<file path="src/rtl/sp1_prog_mem.sv">
// sp1_prog_mem: program memory for the sp1 processor.
// Holds 11-bit instruction words {data[7:0], opcode[2:0]}, serves fetches at
// pc with one cycle of latency, accepts data-field writebacks from the store
// path, and contains a byte-serial loader that fills memory from address 0
// while stalling the processor through busy.
module sp1_prog_mem #(
    parameter int DATA_W = 8,
    parameter int OP_W   = 3,
    parameter int ADDR_W = 8
) (
    input  logic                clk,
    input  logic                rst_n,
    input  logic [ADDR_W-1:0]   pc,
    output logic [DATA_W+OP_W-1:0] instr,
    input  logic                wb_strobe,
    input  logic [DATA_W-1:0]   wb_data,
    input  logic                ld_start,
    input  logic                ld_valid,
    output logic                ld_ready,
    input  logic [DATA_W-1:0]   ld_byte,
    input  logic                ld_last,
    output logic                busy,
    output logic [ADDR_W:0]     ld_count,
    output logic                ld_err,
    output logic                ld_ovf
);

    localparam int DEPTH = 1 << ADDR_W;

    typedef enum logic [1:0] {
        IDLE  = 2'd0,
        LD_HI = 2'd1,
        LD_LO = 2'd2
    } state_t;

    state_t              state_reg, state_next;
    logic [ADDR_W-1:0]   waddr_reg, waddr_next;
    logic [DATA_W-1:0]   hi_reg, hi_next;
    logic [ADDR_W:0]     count_reg, count_next;
    logic                err_reg, err_next;
    logic                ovf_reg, ovf_next;
    logic                wb_prev_reg;

    logic                accept;
    logic                ld_we;
    logic                wb_we;

    // Data field and opcode field live in separate arrays so a writeback can
    // replace the data field without a read-modify-write of the opcode.
    logic                data_we;
    logic [ADDR_W-1:0]   data_waddr;
    logic [DATA_W-1:0]   data_wdata;
    logic [DATA_W-1:0]   data_mem [DEPTH];
    logic [OP_W-1:0]     op_mem   [DEPTH];

    // Loader state and bookkeeping registers.
    always_ff @(posedge clk or negedge rst_n) begin
        if (!rst_n) begin
            state_reg <= IDLE;
            waddr_reg <= '0;
            hi_reg    <= '0;
            count_reg <= '0;
            err_reg   <= 1'b0;
            ovf_reg   <= 1'b0;
        end else begin
            state_reg <= state_next;
            waddr_reg <= waddr_next;
            hi_reg    <= hi_next;
            count_reg <= count_next;
            err_reg   <= err_next;
            ovf_reg   <= ovf_next;
        end
    end

    // Loader next-state logic and handshake outputs.
    always_comb begin
        state_next = state_reg;
        waddr_next = waddr_reg;
        hi_next    = hi_reg;
        count_next = count_reg;
        err_next   = err_reg;
        ovf_next   = ovf_reg;
        ld_we      = 1'b0;
        ld_ready   = (state_reg != IDLE);
        busy       = (state_reg != IDLE);
        accept     = ld_valid && (state_reg != IDLE);

        case (state_reg)
            IDLE: begin
                if (ld_start) begin
                    state_next = LD_HI;
                    waddr_next = '0;
                    count_next = '0;
                    err_next   = 1'b0;
                    ovf_next   = 1'b0;
                end
            end
            LD_HI: begin
                // ld_last only qualifies the opcode byte, so it is ignored here.
                if (accept) begin
                    hi_next    = ld_byte;
                    state_next = LD_LO;
                end
            end
            LD_LO: begin
                if (accept) begin
                    ld_we      = 1'b1;
                    count_next = count_reg + 1'b1;
                    if (|ld_byte[DATA_W-1:OP_W]) begin
                        err_next = 1'b1;
                    end
                    if (ld_last) begin
                        state_next = IDLE;
                    end else if (waddr_reg == {ADDR_W{1'b1}}) begin
                        // Top of memory reached without ld_last: stop, no wrap.
                        ovf_next   = 1'b1;
                        state_next = IDLE;
                    end else begin
                        waddr_next = waddr_reg + 1'b1;
                        state_next = LD_HI;
                    end
                end
            end
            default: begin
                state_next = IDLE;
            end
        endcase
    end

    // Previous wb_strobe level, for rising-edge detection.
    always_ff @(posedge clk or negedge rst_n) begin
        if (!rst_n) begin
            wb_prev_reg <= 1'b0;
        end else begin
            wb_prev_reg <= wb_strobe;
        end
    end

    // A rise while busy is simply dropped; it is not held for later.
    assign wb_we = wb_strobe && !wb_prev_reg && !busy;

    // Data-field write port: loader and writeback are exclusive through busy.
    always_comb begin
        data_we    = ld_we || wb_we;
        data_waddr = ld_we ? waddr_reg : pc;
        data_wdata = ld_we ? hi_reg    : wb_data;
    end

    // Memory array writes; contents are deliberately not reset.
    always_ff @(posedge clk) begin
        if (data_we) begin
            data_mem[data_waddr] <= data_wdata;
        end
        if (ld_we) begin
            op_mem[waddr_reg] <= ld_byte[OP_W-1:0];
        end
    end

    // Registered fetch; reads old contents on a same-cycle write, NOP while busy.
    always_ff @(posedge clk or negedge rst_n) begin
        if (!rst_n) begin
            instr <= '0;
        end else if (busy) begin
            instr <= '0;
        end else begin
            instr <= {data_mem[pc], op_mem[pc]};
        end
    end

    assign ld_count = count_reg;
    assign ld_err   = err_reg;
    assign ld_ovf   = ovf_reg;

endmodule

</file>
<file path="config.mk">
export PLATFORM = sky130hd
export DESIGN_NAME = sp1_prog_mem
export DESIGN_NICKNAME = d
export VERILOG_FILES = /design/src/rtl/sp1_prog_mem.sv
export SDC_FILE = /design/constraint.sdc
export NUM_CORES = 2
export LEC_CHECK = 0
export CAP_MARGIN = 5
export CORE_ASPECT_RATIO = 0.6
export CORE_MARGIN = 3
export CORE_UTILIZATION = 50
export DETAILED_ROUTE_END_ITERATION = 16
export PLACE_DENSITY = 0.75
export SLEW_MARGIN = 20
export SYNTH_ARGS = -nofsm -noshare
export SYNTH_HDL_FRONTEND = slang
export SYNTH_SLANG_ARGS = --single-unit
</file>
<file path="constraint.sdc">
create_clock -name clk -period 8.68 [get_ports clk]
set_input_delay 1.302 -clock clk [delete_from_list [all_inputs] [get_ports clk]]
set_output_delay 1.302 -clock clk [all_outputs]
set_load 0.02 [all_outputs]
</file>
After elaboration in Yosys (flattened, before gate mapping)
Memories as Yosys holds them, arrays and structs flattened.
Cells that the tools add are included.
{"block": "word_totals", "out_inout_bits": 24, "ff_bits": 41, "word_cells": 69, "mem_bits_rw": 2816, "in_bits": 30, "mem_count": 2}
{"block": "classes", "mux": 31, "n_eq_ne": 10, "n_reduce_logical": 16, "n_addsub": 2}
{"name": "data_mem", "words": 256, "width": 8, "rd": 1, "rd_ports_with_merged_regs": 0, "wr": 1, "line": "53", "rtl": "logic [DATA_W-1:0] data_mem [DEPTH];"}
{"name": "op_mem", "words": 256, "width": 3, "rd": 1, "rd_ports_with_merged_regs": 0, "wr": 1, "line": "54", "rtl": "logic [OP_W-1:0] op_mem [DEPTH];"}
{"operator": "$mux W8", "n": 6}
{"operator": "$mux W9", "n": 2}
{"operator": "$pmux W9 S2", "n": 1}
{"operator": "$pmux W8 S2", "n": 1}
{"operator": "$mux W1", "n": 14}
{"operator": "$ne A2 B2 Y1 const B", "n": 7}
{"operator": "$mux W11", "n": 1}
{"operator": "$reduce_and A5 Y1", "n": 2}
{"operator": "$add A9 B1 Y9 const B", "n": 1}
{"operator": "$add A8 B1 Y8 const B", "n": 1}
{"operator": "$eq A8 B8 Y1 const B", "n": 1}
{"operator": "$mux W2", "n": 3}
{"operator": "$pmux W2 S3", "n": 1}
{"operator": "$reduce_and A3 Y1", "n": 2}
{"operator": "$reduce_or A5 Y1", "n": 1}
{"operator": "$pmux W1 S2", "n": 2}
{"operator": "$reduce_and A4 Y1", "n": 1}
{"operator": "$reduce_bool A2 Y1", "n": 2}
{"operator": "$logic_and A1 B1 Y1", "n": 3}
{"operator": "$eq A2 B1 Y1 const B", "n": 1}
{"operator": "$eq A2 B2 Y1 const B", "n": 1}
{"operator": "$logic_not A1 Y1", "n": 2}
{"operator": "$logic_not A2 Y1", "n": 1}
{"operator": "$reduce_and A2 Y1", "n": 1}
{"operator": "$logic_or A1 B1 Y1", "n": 1}

Logic depth before layout (Yosys ltp)
{"block": "logic_depth", "depth_word": 7, "ltp_mapped": 13, "ltp_nobuf": 8}

Worst setup path after synthesis
Ideal clock, no wire load.
{"block": "synth_path", "path_kind": "in2reg", "start": "in ld_valid", "end": "mem data_mem[0][0], data pin", "n_path_buf": 3, "setup_ns": 0.823, "required_time_ns": 7.857, "stages": 6, "arrival_ns": 5.263, "path_slack_ns": 2.594, "path_cell_list": "and2_1 clkbuf_1 clkbuf_1 clkbuf_1 nand2_1 nand2_1"}
{"block": "synth_between", "elab_chain_len": 4}
{"element": "from (decl)", "line": "18", "rtl": "input logic ld_valid,"}
{"element": "$logic_and A1 B1 Y1", "line": "86", "rtl": "accept = ld_valid && (state_reg != IDLE);"}
{"element": "$mux W1", "line": "106", "rtl": "if (accept) begin"}
{"element": "$mux W1", "line": "88", "rtl": "case (state_reg)"}
{"element": "$mux W8", "line": "146", "rtl": "data_wdata = ld_we ? hi_reg : wb_data;"}
{"element": "net data_wdata[0]", "line": "52", "rtl": "logic [DATA_W-1:0] data_wdata;"}
{"element": "to (decl)", "line": "53"}
The timed path passes the listed nets, and every way through them passes these cells.

Worst setup path after layout
{"block": "layout_path", "start": "in pc[2]", "end": "reg instr[5]"}
{"block": "layout_between", "elab_chain_len": 2}
{"element": "from (decl)", "line": "13", "rtl": "input logic [ADDR_W-1:0] pc,"}
{"element": "$mem_v2 Z256 W8"}
{"element": "$mux W11", "line": "163", "rtl": "end else if (busy) begin"}
{"element": "to (signal assigned)", "line": "166", "rtl": "instr <= {data_mem[pc], op_mem[pc]};"}
{"element": "to (decl)", "line": "14", "rtl": "output logic [DATA_W+OP_W-1:0] instr,"}
Every way passes these cells.
A chain may end at the register's enable or synchronous reset.

==> flow_metrics.env <==
export IMPL_rsz0062_at_grt="false"
export IMPL_drv_cap=0
export IMPL_regMostFlops="data_mem"
export IMPL_power_density_nw_per_um2=232
export IMPL_cts_buffer_depth=4
export IMPL_max_slew_margin=0.180
export IMPL_grt_pass1_vias=59100
export IMPL_placedCellCount=8744
export IMPL_num_vias=62900
export IMPL_wl_per_cell_um=35.2
export IMPL_min_period_over_period=0.591
export IMPL_reg_top3="data_mem x2048, op_mem x768, instr x11"
export IMPL_grt_overflow_total=0
export IMPL_cts_made_buffers=233
export IMPL_critPathKind="in -> reg"
export IMPL_synth_top_family_by_area="multiplexers"
export IMPL_synthAdderAreaFrac=0.000547
export IMPL_utilization=0.549
export IMPL_drt_total_wl_um=324000
export IMPL_synth_cell_area_um2=114000
export IMPL_syn2layout_area_growth_pct=8.78
export IMPL_cts_setup_buffers=0
export IMPL_grt_max_degree=197
export IMPL_cts_sinks=2857
export IMPL_grtUsageTotal=0.273
export IMPL_cts_resized=0
export IMPL_htree_levels=4
export IMPL_avgSynthCellArea_um2=19.3
export IMPL_finalClockSkew_ns=0.0500
export IMPL_cts_tree="done"
export IMPL_drt_pass1_iterations=9
export IMPL_ant_nets=0
export IMPL_dp_final_hpwl_um=205000
export IMPL_grt_first_pass_wirelength_um=454000
export IMPL_die_x_um=623
export IMPL_io_pins=54
export IMPL_synth_xor_area_frac=0.000766
export IMPL_antenna_found_initial=16
export IMPL_peakVddDrop_mv=0.223
export IMPL_worstMarginPinSlew_ns=1.22
export IMPL_ys_seq_area_frac=0.748
export IMPL_startpoint_type="input pin"
export IMPL_path_max_fanout=42
export IMPL_synth_edf_count=2816
export IMPL_core_area_um2=227000
export IMPL_drc=0
export IMPL_die_y_um=376
export IMPL_dieArea_um2=235000
export IMPL_largest_register_ffs=2048
export IMPL_cts_root_buf="clkbuf_16"
export IMPL_hold_path_class="reg -> reg"
export IMPL_synthDistinctLibCells=87
export IMPL_fin_ws_ns=3.55
export IMPL_fmax_mhz=195
export IMPL_synth_main_ff_cell="edfxtp_1"
export IMPL_synth_compound_area_frac=0.0347
export IMPL_setup_viol=0
export IMPL_clk_pin_slew_ns=0.07
export IMPL_synth_seq_cells=2857
export IMPL_start_util=0.505
export IMPL_hold_buffers=0
export IMPL_layout_drive_gt1_share=0.138
export IMPL_synthMuxAreaShare=0.144
export IMPL_synthCells=5938
export IMPL_cp_end_kind="flop"
export IMPL_place_ws_ns=3.06
export IMPL_period_minus_slack_ns=5.13
export IMPL_yosysWarnings=0
export IMPL_clock_latency_ns=0.90
export IMPL_syn_nets=5973
export IMPL_rows=135
export IMPL_stdcell_count=9181
export IMPL_status="complete, no violations"
export IMPL_arrival_ns=5.95
export IMPL_place_port_buffers=53
export IMPL_cp_required_ns=9.51
export IMPL_drtIter0Drc=11700
export IMPL_final_nets=6001
export IMPL_power_leakage_nw=39.1
export IMPL_via_per_inst=6.85
export IMPL_setup_tns_ns=0
export IMPL_drv_slew=0
export IMPL_synth_simple_area_share=0.0445
export IMPL_async_flop_share=0.0144
export IMPL_finalHoldViolations=0
export IMPL_gp_congestion=0.954
-- final cells by class --
type | count | area (um2)
Antenna cell | 13 | 32.5
Clock buffer | 286 | 6110
Clock inverter | 137 | 1250
Fill cell | 16500 | 102000
Inverter | 11 | 48.8
Multi-Input combinational cell | 2697 | 25900
Sequential cell | 2857 | 85600
Tap cell | 3014 | 3770
Timing Repair Buffer | 166 | 1680
-- layer usage --
layer  track usage  vias to the layer above  part of all wire
met4        0.0824                       20             0.036
met5       0.00797                        -            0.0018
met2         0.348                     5944              0.39
met1         0.398                    31800              0.37
li1              -                    24400                 -
met3         0.145                      775              0.20
-- through the flow --
step	cell area, um2	total power, mW	hold slack, ns
5_1_grt	124000	29.5	0.532
6_report	124000	28.9	0.507
4_1_cts	124000	28.8	0.511
3_5_place_dp	117000	18.5	0.498
2_1_floorplan	114000	17.5	0.479
3_3_place_gp	117000	18.5	0.490
-- Yosys cell counts (all sizes together) (17+ instances only) --
cell type / count / area (um2)
a221oi: 18 / 164
buf: 195 / 2010
o221ai: 92 / 806
nor2: 624 / 2340
nand4: 26 / 163
nand2: 227 / 855
edfxtp: 2816 / 84600
nor4: 38 / 238
a31oi: 17 / 106
mux2i: 401 / 4010
nor3: 120 / 606
a22oi: 30 / 225
a21oi: 55 / 275
o22ai: 122 / 763
mux4: 514 / 12300
clkbuf: 177 / 1020
and3: 19 / 120
nand3: 50 / 250
o21ai: 129 / 646
a2111oi: 18 / 180
dfrtp: 41 / 1030
a211oi: 35 / 268
-- path summary, 6_finish.rpt --
check / cells after the start / startpoint / endpoint / slack [ns]
setup / recovery: 10 / pc[2] / instr[5] / 3.55
hold / removal: 1 / hi_reg[2] / hi_reg[2] / 0.51
setup reg to reg: 5 / state_reg[1] / data_mem[102][1] / 3.79
hold reg to reg: 1 / hi_reg[2] / hi_reg[2] / 0.51
max in group asynchronous: 1 / rst_n / ld_count[6] / 7.44
min in group asynchronous: 1 / rst_n / instr[4] / 0.58
-- where the power goes --
group	internal [mW]	switching (mW)	total [mW]
Combinational	0.591	1.94	2.54
Sequential	15.7	0.0783	15.8
Clock	5.63	4.90	10.5
-- cell usage in the layout, fill, tap and decap left out, types with 15 or more instances in the layout --
cell / synthesis / routed
a211oi_1: 34 / 34
a21oi_1: 55 / 55
a221oi_1: 17 / 17
a22oi_1: 30 / 30
a31oi_1: 17 / 17
and3_1: 18 / 18
buf_12: 32 / 23
buf_4: 22 / 91
bufinv_16: 0 / 21
clkbuf_1: 139 / 49
clkbuf_16: 0 / 237
clkdlybuf4s50_1: 0 / 45
clkinv_1: 0 / 48
clkinv_2: 0 / 43
dfrtp_1: 41 / 41
edfxtp_1: 2816 / 2816
mux2i_1: 401 / 401
mux4_1: 196 / 196
mux4_2: 318 / 318
nand2_1: 226 / 203
nand2_2: 1 / 15
nand3_1: 50 / 47
nand4_1: 26 / 26
nor2_1: 623 / 618
nor3_1: 119 / 115
nor4_1: 38 / 36
o21ai_0: 127 / 123
o221ai_1: 92 / 92
o22ai_1: 122 / 122
-- cells by family (layout without fill, tap and decap cells) --
kind of cell             after synthesis  after routing
other                                  0             13
multiplexers                         927            927
AO/OA/AOI/OAI                        579            579
buffers and inverters                384            600
flip-flops                          2857           2857
AND/OR/NAND/NOR                     1176           1176
XOR/XNOR                              10             10
adder cells (fa/ha/maj)                5              5
-- worst max-delay path: stages --
cell and delay [ns]:
buf_6 0.32, buf_4 0.70, nand2b_4 0.49, buf_4 0.49, o221ai_1 0.74, a21oi_1 0.17, nor3_1 0.40, nand3_1 0.27
nor3_2 0.81, a41o_1 0.18
(Power assumes the default switching activity.)
